<file path="src/rtl/ipif_mst_responder.sv">
// IPIF master-command target: takes single-beat read/write commands from the DMA
// engine's master port, runs them against a simple register backend and reports completion.
module ipif_mst_responder #(
    parameter logic [31:0] BASE_ADDR      = 32'h7000_0000,
    parameter int          ADDR_BITS      = 16,
    parameter int          TIMEOUT_CYCLES = 256,
    parameter logic [31:0] ERR_RD_DATA    = 32'hDEAD_BEEF
) (
    input  logic                 axi_clk,
    input  logic                 rst,
    input  logic                 IP2Bus_MstRd_Req,
    input  logic                 IP2Bus_MstWr_Req,
    input  logic [31:0]          IP2Bus_Mst_Addr,
    input  logic [3:0]           IP2Bus_Mst_BE,
    input  logic                 IP2Bus_Mst_Lock,
    input  logic                 IP2Bus_Mst_Reset,
    input  logic [31:0]          IP2Bus_MstWr_d,
    output logic                 Bus2IP_Mst_CmdAck,
    output logic                 Bus2IP_Mst_Cmplt,
    output logic                 Bus2IP_Mst_Error,
    output logic                 Bus2IP_Mst_Rearbitrate,
    output logic                 Bus2IP_Mst_Timeout,
    output logic [31:0]          Bus2IP_MstRd_d,
    output logic                 Bus2IP_MstRd_src_rdy_n,
    output logic                 Bus2IP_MstWr_dst_rdy_n,
    output logic                 reg_req,
    output logic                 reg_wr,
    output logic [ADDR_BITS-3:0] reg_addr,
    output logic [3:0]           reg_be,
    output logic [31:0]          reg_wdata,
    input  logic                 reg_ack,
    input  logic                 reg_err,
    input  logic [31:0]          reg_rdata
);

    localparam int CNT_W = $clog2(TIMEOUT_CYCLES);
    localparam logic [CNT_W-1:0] TMO_LAST = CNT_W'(TIMEOUT_CYCLES - 1);
    localparam logic [CNT_W-1:0] CNT_ONE  = CNT_W'(1);
    localparam logic [CNT_W-1:0] CNT_ZERO = CNT_W'(0);

    typedef enum logic [2:0] {
        ST_IDLE   = 3'd0,
        ST_ACK    = 3'd1,
        ST_ACCESS = 3'd2,
        ST_DATA   = 3'd3,
        ST_DONE   = 3'd4
    } state_t;

    state_t            state_r, state_s;
    logic [CNT_W-1:0]  cnt_r, cnt_s;
    logic [31:0]       addr_r, addr_s;
    logic [3:0]        be_r, be_s;
    logic              wr_r, wr_s;
    logic [31:0]       wdata_r, wdata_s;
    logic [31:0]       rdata_r, rdata_s;
    logic              err_r, err_s;
    logic              tmo_r, tmo_s;
    logic              dec_err_s;
    logic              cmd_ack_r, cmplt_r, error_r, timeout_r;
    logic              src_rdy_n_r, dst_rdy_n_r, reg_req_r;
    logic              unused_lock_s;

    assign unused_lock_s = IP2Bus_Mst_Lock;

    // Only the bits above the window size select this target; addresses must be word aligned.
    assign dec_err_s = (addr_r[31:ADDR_BITS] != BASE_ADDR[31:ADDR_BITS]) || (addr_r[1:0] != 2'b00);

    // Next-state and datapath update for the command sequencer.
    always_comb begin
        state_s = state_r;
        cnt_s   = CNT_ZERO;
        addr_s  = addr_r;
        be_s    = be_r;
        wr_s    = wr_r;
        wdata_s = wdata_r;
        rdata_s = rdata_r;
        err_s   = err_r;
        tmo_s   = tmo_r;
        if (IP2Bus_Mst_Reset) begin
            state_s = ST_IDLE;
        end else begin
            case (state_r)
                ST_IDLE: begin
                    if (IP2Bus_MstRd_Req || IP2Bus_MstWr_Req) begin
                        addr_s  = IP2Bus_Mst_Addr;
                        be_s    = IP2Bus_Mst_BE;
                        wr_s    = ~IP2Bus_MstRd_Req;
                        err_s   = 1'b0;
                        tmo_s   = 1'b0;
                        state_s = ST_ACK;
                    end else begin
                        state_s = ST_IDLE;
                    end
                end
                ST_ACK: begin
                    wdata_s = IP2Bus_MstWr_d;
                    if (dec_err_s) begin
                        err_s   = 1'b1;
                        rdata_s = ERR_RD_DATA;
                        state_s = ST_DATA;
                    end else if (wr_r && (be_r == 4'h0)) begin
                        state_s = ST_DATA;
                    end else begin
                        state_s = ST_ACCESS;
                    end
                end
                ST_ACCESS: begin
                    // An ack landing in the last allowed cycle still counts as a normal finish.
                    if (reg_ack) begin
                        rdata_s = reg_rdata;
                        err_s   = reg_err;
                        state_s = ST_DATA;
                    end else if (cnt_r == TMO_LAST) begin
                        rdata_s = ERR_RD_DATA;
                        err_s   = 1'b1;
                        tmo_s   = 1'b1;
                        state_s = ST_DATA;
                    end else begin
                        cnt_s   = cnt_r + CNT_ONE;
                        state_s = ST_ACCESS;
                    end
                end
                ST_DATA: state_s = ST_DONE;
                ST_DONE: state_s = ST_IDLE;
                default: state_s = ST_IDLE;
            endcase
        end
    end

    // Sequencer state, latched command fields and captured response.
    always_ff @(posedge axi_clk) begin
        if (rst) begin
            state_r <= ST_IDLE;
            cnt_r   <= CNT_ZERO;
            addr_r  <= 32'h0000_0000;
            be_r    <= 4'h0;
            wr_r    <= 1'b0;
            wdata_r <= 32'h0000_0000;
            rdata_r <= 32'h0000_0000;
            err_r   <= 1'b0;
            tmo_r   <= 1'b0;
        end else begin
            state_r <= state_s;
            cnt_r   <= cnt_s;
            addr_r  <= addr_s;
            be_r    <= be_s;
            wr_r    <= wr_s;
            wdata_r <= wdata_s;
            rdata_r <= rdata_s;
            err_r   <= err_s;
            tmo_r   <= tmo_s;
        end
    end

    // Handshake outputs are decoded from the next state so they line up with the state they belong to.
    always_ff @(posedge axi_clk) begin
        if (rst) begin
            cmd_ack_r   <= 1'b0;
            cmplt_r     <= 1'b0;
            error_r     <= 1'b0;
            timeout_r   <= 1'b0;
            src_rdy_n_r <= 1'b1;
            dst_rdy_n_r <= 1'b1;
            reg_req_r   <= 1'b0;
        end else begin
            cmd_ack_r   <= (state_s == ST_ACK);
            cmplt_r     <= (state_s == ST_DONE);
            error_r     <= (state_s == ST_DONE) && err_s;
            timeout_r   <= (state_s == ST_DONE) && tmo_s;
            src_rdy_n_r <= ~((state_s == ST_DATA) && ~wr_s);
            dst_rdy_n_r <= ~((state_s == ST_DATA) && wr_s);
            reg_req_r   <= (state_s == ST_ACCESS);
        end
    end

    assign Bus2IP_Mst_CmdAck      = cmd_ack_r;
    assign Bus2IP_Mst_Cmplt       = cmplt_r;
    assign Bus2IP_Mst_Error       = error_r;
    assign Bus2IP_Mst_Timeout     = timeout_r;
    assign Bus2IP_Mst_Rearbitrate = 1'b0;
    assign Bus2IP_MstRd_d         = rdata_r;
    assign Bus2IP_MstRd_src_rdy_n = src_rdy_n_r;
    assign Bus2IP_MstWr_dst_rdy_n = dst_rdy_n_r;
    assign reg_req                = reg_req_r;
    assign reg_wr                 = wr_r;
    assign reg_addr               = addr_r[ADDR_BITS-1:2];
    assign reg_be                 = be_r;
    assign reg_wdata              = wdata_r;

endmodule

</file>
<file path="config.mk">
export PLATFORM = sky130hd
export DESIGN_NAME = ipif_mst_responder
export DESIGN_NICKNAME = d
export VERILOG_FILES = /design/src/rtl/ipif_mst_responder.sv
export SDC_FILE = /design/constraint.sdc
export NUM_CORES = 1
export LEC_CHECK = 0
export CAP_MARGIN = 25
export CORE_UTILIZATION = 25
export CTS_BUF_LIST = sky130_fd_sc_hd__clkbuf_8
export CTS_CLUSTER_DIAMETER = 150
export DETAILED_ROUTE_END_ITERATION = 10
export MAX_ROUTING_LAYER = met4
export PLACE_DENSITY = 0.48
export SYNTH_ARGS = -nofsm -noshare
export SYNTH_HDL_FRONTEND = slang
export SYNTH_SLANG_ARGS = --single-unit
</file>
<file path="constraint.sdc">
create_clock -name axi_clk -period 1.93 [get_ports axi_clk]
set_clock_uncertainty 0.05 [all_clocks]
set_input_delay 0.2895 -clock axi_clk [delete_from_list [all_inputs] [get_ports axi_clk]]
set_output_delay 0.2895 -clock axi_clk [all_outputs]
set_load 0.01 [all_outputs]
</file>
* After elaboration in Yosys (flattened, before gate mapping)
Cells that the tools add are included. Widths: inputs -> output; s select.
Storage, ports and cells: bits in latches 0, flip-flop bits (word level) 121, logic and storage cells 74, memory bits (writable) 0, memories 0, output and inout bits 91, input bits 108, ROM bits 0
Operators by class: equal/unequal tests 11, reduce and logical (&&, ||, !) cells 15, $mul 0, mux-type cells 25, bitwise operators 6, order comparisons 0, add/sub/neg operators 1, divide/modulo/power cells 0, shifts and indexed selects 0
Operators by type and width (number):
- $mux 32 | 3
- $pmux 32 s2 | 1
- $mux 1 | 17
- $ne 16x15->1 const B | 1
- $eq 3x2->1 const B | 4
- $pmux 3 s4 | 1
- $add 8x1->8 const B | 1
- $eq 8x8->1 const B | 1
- $eq 3x1->1 const B | 2
- $not 1->1 | 6
- $logic_and 1x1->1 | 5
- $reduce_or 5->1 | 1
- $logic_not 4->1 | 1
- $reduce_and 4->1 | 1
- $reduce_bool 2->1 | 2
- $eq 3x3->1 const B | 1
- $logic_not 3->1 | 1
- $mux 3 | 1
- $ne 3x3->1 const B | 1
- $pmux 1 s3 | 1
- $reduce_and 3->1 | 1
- $logic_or 1x1->1 | 2
- $ne 2x2->1 const B | 1
- $pmux 1 s2 | 1
- $reduce_and 2->1 | 1

* Depth between registers and ports, before layout
Gate-level depths: netlist (run 1).
depth in word-level cells 9, depth in mapped cells 7, depth with buffers taken out 6

* Worst setup path after synthesis (run 1)
Ideal clock, no wire load.
kind register to register, start point register cnt_r[0], end point register rdata_r[28] (netlist: Bus2IP_MstRd_d[28]), setup slack 0.213 ns, required time 1.728 ns, data arrival time 1.515 ns, path buffers 1, library setup time 0.152 ns, stages on the path, launching flop included 8, period minus slack after synthesis 1.717 ns, cells stage by stage dfxtp_1 ha_1 nand3_1 nor2_1 o21ai_1 o21ai_2 buf_2 a221oi_2
Between the ends: word-level cells in the longest chain between the ends 3
RTL lines:
- start: declaration | RTL line 50 | logic [CNT_W-1:0] cnt_r, cnt_s;
- start signal: assignment | RTL line 144 | cnt_r <= cnt_s;
- $eq 8x8->1 | RTL line 113 | end else if (cnt_r == TMO_LAST) begin
- $ne 3x3->1 (no source line)
- $reduce_and 4->1 (no source line)
- end signal: assignment | RTL line 149 | rdata_r <= rdata_s;
- end: declaration | RTL line 55 | logic [31:0] rdata_r, rdata_s;
No other way between the ends. A chain may end at the register's enable or synchronous reset.

* Final worst setup path (run 1)
start point register addr_r[28], end point register rdata_r[9] (netlist: Bus2IP_MstRd_d[9])
Between the ends: word-level cells in the longest chain between the ends 4
RTL lines:
- start: declaration | RTL line 51 | logic [31:0] addr_r, addr_s;
- start signal: assignment | RTL line 145 | addr_r <= addr_s;
- $ne 16x15->1 | RTL line 66 | assign dec_err_s = (addr_r[31:ADDR_BITS] != BASE_ADDR[31:ADDR_BITS]) || (addr_r[1:0] != 2'b00);
- $logic_or 1x1->1 | RTL line 66
- $ne 2x2->1 (no source line)
- $reduce_and 4->1 (no source line)
No other way between the ends.

==> results.toml, run 1 <==
[power]
power_frac_seq_pct = 47.2
switchingPower_uw = 1412
power.internal_uw = 4223
leakage_uw = 0.002616
switching_share_pct = 25.05
p_clk_share_pct = 38.0
ir_worst_vdd_uv = 385.8
power_density_nw_per_um2 = 743.2
combinationalPowerShare_pct = 14.8
fin_total_pwr_uw = 5634

[global_routing]
grt_busiest_layer = "met2"
grt-ovfl-total = 0
grt_usage_pct = 15.27
use_met1_pct = 18.02
antenna_found_initial = 0
grt_max_degree = 113
grt_pass1_wl_um = 23000
use_met3_pct = 5.299
grt_pass1_vias = 4536
use_met2_pct = 24.36

[clocking]
h-tree-depth = 4
clock-root-buffer = "clkbuf_8"
cts_buffer_depth = 2
clkLatencyLatePin_ns = 0.42
cts.sinks = 121
cts_tree = "yes"
clk_pin_slew_ns = 0.07
cts_hold_buffers = 0
cts_buffers = 17

[setup_path]
crit_slowest_cell = "dfxtp_1"
crit_path_start_kind = "flip-flop"
rr_startpoint = "addr_r[28]"
cp_slowest_stage_delay_ns = 0.33
endpoint_kind = "flip-flop"
crit_path_cell_trace = "nor4bb_1, nand3_1, buf_4, o21ai_4, o21ai_4, buf_12, a221oi_2"
cpMostUsedCell = "o21ai_4"
path_max_fanout = 9
critPathKind = "reg2reg"
critPathLaunch = "addr_r[28]"
crit_arrival_ns = 2.05
crit_required_ns = 2.22

[route]
drt_wl_total_um = 14380
num_vias = 4523
dr.pass1.iters = 4
ant_nets = 0
wl_per_cell_um = 13.91
drc = 0
avgViaCountPerCell = 4.374
drtIter0Drc = 208

[finish]
num_antenna_cells = 0
fin_nets = 871
syn2layout_area_growth_pct = 56.24
drive_above_1_share_pct = 12.92

[yosys]
synth_top_family_by_area = "simple AND/OR/NAND/NOR gates"
syn_area_um2 = 4852
synth.largest_area_cell = "dfxtp_1"
ys_top_cells_by_count = "143 x nand2_1, 121 x dfxtp_1, 72 x a21oi_1"
synth_mux_area_share_pct = 0
yosysMostFrequentCell = "nand2_1"
yosys_warnings = 0
syn-num-nets = 681
synth-adder-area-share_pct = 0.2579
synthSimpleGateAreaFrac_pct = 23.41
ys_types = 46
ys_seq_area_share_pct = 49.92
synth_compound_area_share_pct = 18.70
synth-xor-area-share_pct = 1.083
ys_ff_latch = 121
synth_top_area_share_pct = 49.92
synth.avg_cell_area_um2 = 8.483
synth_edf_count = 0
ys_async_sr_fraction_pct = 0
synth_area_leaders = "dfxtp_1 50%, nand2_1 11%, a21oi_1 7.4%, a221oi_2 6.8%, nor2_1 4.7%"
synthesis.instances = 572
ys.flop_type = "dfxtp_1"

[min_path]
min_path_type = "in2reg"
min_from = "rst"

[timing]
tightest_slew_ns = 0.5843
setup-violations-final = 0
slew_violations = 0
finalCriticalPeriod_ns = 1.769
clock.fmax_ghz = 0.5655
hold_ws_ns = 0.2572
fin_crit_sh_pct = 91.63
rsz0062_at_grt = "no"
finalHoldViolations = 0
slew_headroom_pct = 61.05

[floorplanning]
io_pins = 199
initial_core_util_pct = 25.68
die_x_um = 141.3
row_count = 50
die-area_um2 = 19970
die_h_um = 141.3
core_area_um2 = 18890

[placed_design]
hpwl_um = 10200
place.port_buffers = 196
gp_congestion = 0.8216

[outcome]
status = "finished, final reports clean"

[job]
drv_cap = 0
==> cells by family after synthesis <==
group                      after synthesis
adders and majority gates                1
DFF                                    121
xor gates and xnor gates                 6
other                                    1
buffers and inverters                   59
AOI/OAI and AO/OA                      127
and+or+nand+nor                        257
==> power groups by stage <==
stage / combinational [uW] / sequential, uW / clock, uW
after floorplan: 334 / 2730 / 0
after global placement: 832 / 2710 / 0
after detailed placement: 839 / 2710 / 0
after CTS: 843 / 2660 / 2230
after global routing: 907 / 2670 / 2350
final: 834 / 2660 / 2140
==> layout by cell type, fill, tap and decap left out, types with 2 or more instances in the layout <==
cell and count:
clkbuf_8 18, inv_1 6, clkinv_2 5, nor2_1 61, nor4_2 3, buf_4 23, xnor2_1 5, o21a_1 2
nand2b_1 10, nand4_1 2, clkinvlp_4 2, a221oi_1 2, nor2_2 8, dfxtp_1 121, or3_1 2, nand2_1 143
o21ai_1 17, nor3_1 2, bufinv_16 2, a21oi_1 72, o21ai_4 2, clkdlybuf4s50_1 195, nand3_1 6, nor3b_1 9
a221oi_2 22, buf_12 10
==> stage by stage <==
| stage | cell area, um^2 | setup WS [ns] | setup TNS (ns) | util [%] | std cells |
|---|---|---|---|---|---|
| CTS | 7561 | 0.1040 | 0 | 40.02 | 1033 |
| floorplan | 4852 | 0.2133 | 0 | - | 572 |
| detailed placement | 7198 | -0.09257 | -4.295 | 38.10 | 1002 |
| finish | 7581 | 0.1615 | 0 | 40.13 | 1034 |
| global route | 7581 | 0.0002127 | 0 | 40.13 | 1034 |
| global placement | 7198 | -0.04808 | -1.998 | 38.10 | 1002 |
==> state kept, by name (all words and copies together) (netlist names) <==
| signal | flops |
|---|---|
| Bus2IP_MstRd_d | 32 |
| reg_wr | 1 |
| reg_be | 4 |
| Bus2IP_Mst_Error | 1 |
| tmo_r | 1 |
| Bus2IP_MstWr_dst_rdy_n | 1 |
| Bus2IP_Mst_Cmplt | 1 |
| addr_r | 32 |
| Bus2IP_Mst_CmdAck | 1 |
| reg_wdata | 32 |
| reg_req | 1 |
| state_r | 3 |
| err_r | 1 |
| Bus2IP_MstRd_src_rdy_n | 1 |
| cnt_r | 8 |
| Bus2IP_Mst_Timeout | 1 |
==> path summary, 6_finish.rpt <==
check | to | slack, ns | depth (start not counted)
max | Bus2IP_MstRd_d[9] | 0.16 | 7
min | state_r[0] | 0.26 | 4
max reg2reg | Bus2IP_MstRd_d[9] | 0.16 | 7
min reg2reg | reg_wdata[26] | 0.41 | 2
==> area by class of cell <==
type	instances	area, um^2
flip-flops and latches	121	2422
fillers	1912	11310
multi-input cells	392	2138
repair buffers	228	2325
clock buffers	18	247.7
well taps	260	325.3
clock inverters	13	115.1
inverters	2	7.507
==> critical path, delay by kind of cell (launching register included) <==
family	cells	cell delay [ns]
compound gates	3	0.57
buf+inv	2	0.34
flops	1	0.33
simple gates	2	0.39
==> metal layers <==
layer | share of wire [%] | vias to the layer above
met4 | 0.95 | 0
met2 | 48 | 138
met5 | 0 | -
li1 | - | 2285
met1 | 44 | 2088
met3 | 7.3 | 12
==> repair_timing <==
action                                  CTS  global route
gates resized for setup                   0             2
endpoints found under the setup margin    0            12
buffers inserted                          0             1
hold endpoints to repair                  0             0
Note: power is estimated with default switching activity, not from simulation.
==> run 2, diff against run 1 <==
--- a/config.mk
+++ b/config.mk
@@ -6,9 +6,9 @@
 export NUM_CORES = 1
 export LEC_CHECK = 0
 export CAP_MARGIN = 25
+export CORE_MARGIN = 3
 export CORE_UTILIZATION = 25
 export CTS_BUF_LIST = sky130_fd_sc_hd__clkbuf_8
-export CTS_CLUSTER_DIAMETER = 150
 export DETAILED_ROUTE_END_ITERATION = 10
 export MAX_ROUTING_LAYER = met4
 export PLACE_DENSITY = 0.48
==> results.toml, run 2 (synthesis results as in run 1) <==
[floorplanning]
die_h_um = 145.3
die_x_um = 145.3
die-area_um2 = 21120
core_area_um2 = 18890
row_count = 50
initial_core_util_pct = 25.68
io_pins = 199

[timing]
setup-violations-final = 0
hold_ws_ns = 0.2650
tightest_slew_ns = 0.5322
final.setup.worst_slack_ns = 0.1835
slew_violations = 0
fin_crit_sh_pct = 90.49
rsz0062_at_grt = "no"
finalHoldViolations = 0
finalCriticalPeriod_ns = 1.746
slew_headroom_pct = 64.52
clock.fmax_ghz = 0.5726

[clocking]
h-tree-depth = 4
cts_buffer_depth = 2
cts_buffers = 17
cts_tree = "yes"
clock-root-buffer = "clkbuf_8"
clkLatencyLatePin_ns = 0.43
clk_pin_slew_ns = 0.07
cts.sinks = 121

[setup_path]
path_max_fanout = 21
crit_path_start_kind = "flip-flop"
crit_arrival_ns = 2.04
critPathKind = "reg2reg"
crit_required_ns = 2.22
endpoint_kind = "flip-flop"

[route]
ant_nets = 0
wl_per_cell_um = 13.96
drtIter0Drc = 166
avgViaCountPerCell = 4.383
drt_wl_total_um = 14290
num_vias = 4488
dr.pass1.iters = 4
drc = 0

[finish]
layout_common_cells = "195 x clkdlybuf4s50_1, 143 x nand2_1, 121 x dfxtp_1, 72 x a21oi_1, 60 x nor2_1"
final_common_cell = "clkdlybuf4s50_1"
drive_above_1_share_pct = 12.04
num_antenna_cells = 0
syn2layout_area_growth_pct = 56.19
fin_nets = 862
final-seq-area_um2 = 2422
fill_cells = 1929
multiInputGateArea_um2 = 2138

[power]
fin_total_pwr_uw = 5929
power_density_nw_per_um2 = 782.3
ir_worst_vdd_uv = 410.2
leakage_uw = 0.002604

[placed_design]
pre_cts_slack_ns = -0.1456
place.port_buffers = 196
gp_congestion = 0.7388
hpwl_um = 10180

[min_path]
min_path_type = "in2reg"

[global_routing]
grt_pass1_vias = 4532
antenna_found_initial = 0
grt_pass1_wl_um = 23290
grt_usage_pct = 13.94
grt_max_degree = 113
grt-ovfl-total = 0

[job]
drv_cap = 0

[outcome]
status = "finished, final reports clean"
-- run 2: cell count changes in the layout (fill, tap and decap cells not counted), moves of 2 or more --
cell and change:
buf_4 -9, bufinv_16 +2, clkbuf_8 +2, clkinv_2 -4, nor4_1 +2, nor4_2 -2
-- run 2: per-stage QoR --
stage / util, % / instance area [um^2] / setup TNS (ns) / std cells
detailed placement: 37.74 / 7131 / -3.879 / 993
CTS: 40.01 / 7559 / 0 / 1023
global placement: 37.74 / 7131 / -2.938 / 993
finish: 40.11 / 7579 / 0 / 1024
global route: 40.11 / 7579 / 0 / 1024
floorplan: - / 4852 / 0 / 572
-- run 2: routing by layer --
layer	wire, um	GRT usage, %	vias up	share of wire [%]
met2	6705	22.22	131	47
li1	-	-	2271	-
met1	6352	16.31	2072	44
met5	0	-	-	0
met4	145	3.561	0	1.0
met3	1086	5.871	14	7.6
-- run 2: timing repair --
| item | CTS | global route |
|---|---|---|
| hold buffers | 0 | 0 |
| endpoints found under the setup margin | 0 | 30 |
| buffers inserted | 0 | 1 |
| resized for setup | 0 | 3 |
-- run 2: worst paths after layout --
check                                 from                  to  slack, ns  cells past startpoint
worst min-delay path                   rst          state_r[0]       0.27                      4
worst max-delay path            addr_r[18]  Bus2IP_MstRd_d[19]       0.18                      7
worst max register to register  addr_r[18]  Bus2IP_MstRd_d[19]       0.18                      7
worst min register to register  addr_r[16]          addr_r[16]       0.40                      2
-- run 2: layout make-up --
class / count / share of cell area [%]
Multi-Input combinational cell: 392 / 28.22
Timing Repair Buffer: 219 / 29.78
Clock inverter: 10 / 2.014
Clock buffer: 20 / 3.632
Sequential cell: 121 / 31.96
Inverter: 2 / 0.09906
Tap cell: 260 / 4.293
-- run 2: report_power, final --
group	switching (uW)	leakage [uW]	internal [uW]
clock	968	0.000224	1480
sequential	55.8	0.000985	2600
combinational	351	0.00139	469
-- run 2: critical path: stages, from the launching register on --
cell	delay, ns
dfxtp_1	0.32
nor4b_2	0.30
nand3_1	0.11
buf_4	0.17
o21ai_4	0.18
o21ai_4	0.11
buf_12	0.18
a221oi_2	0.24
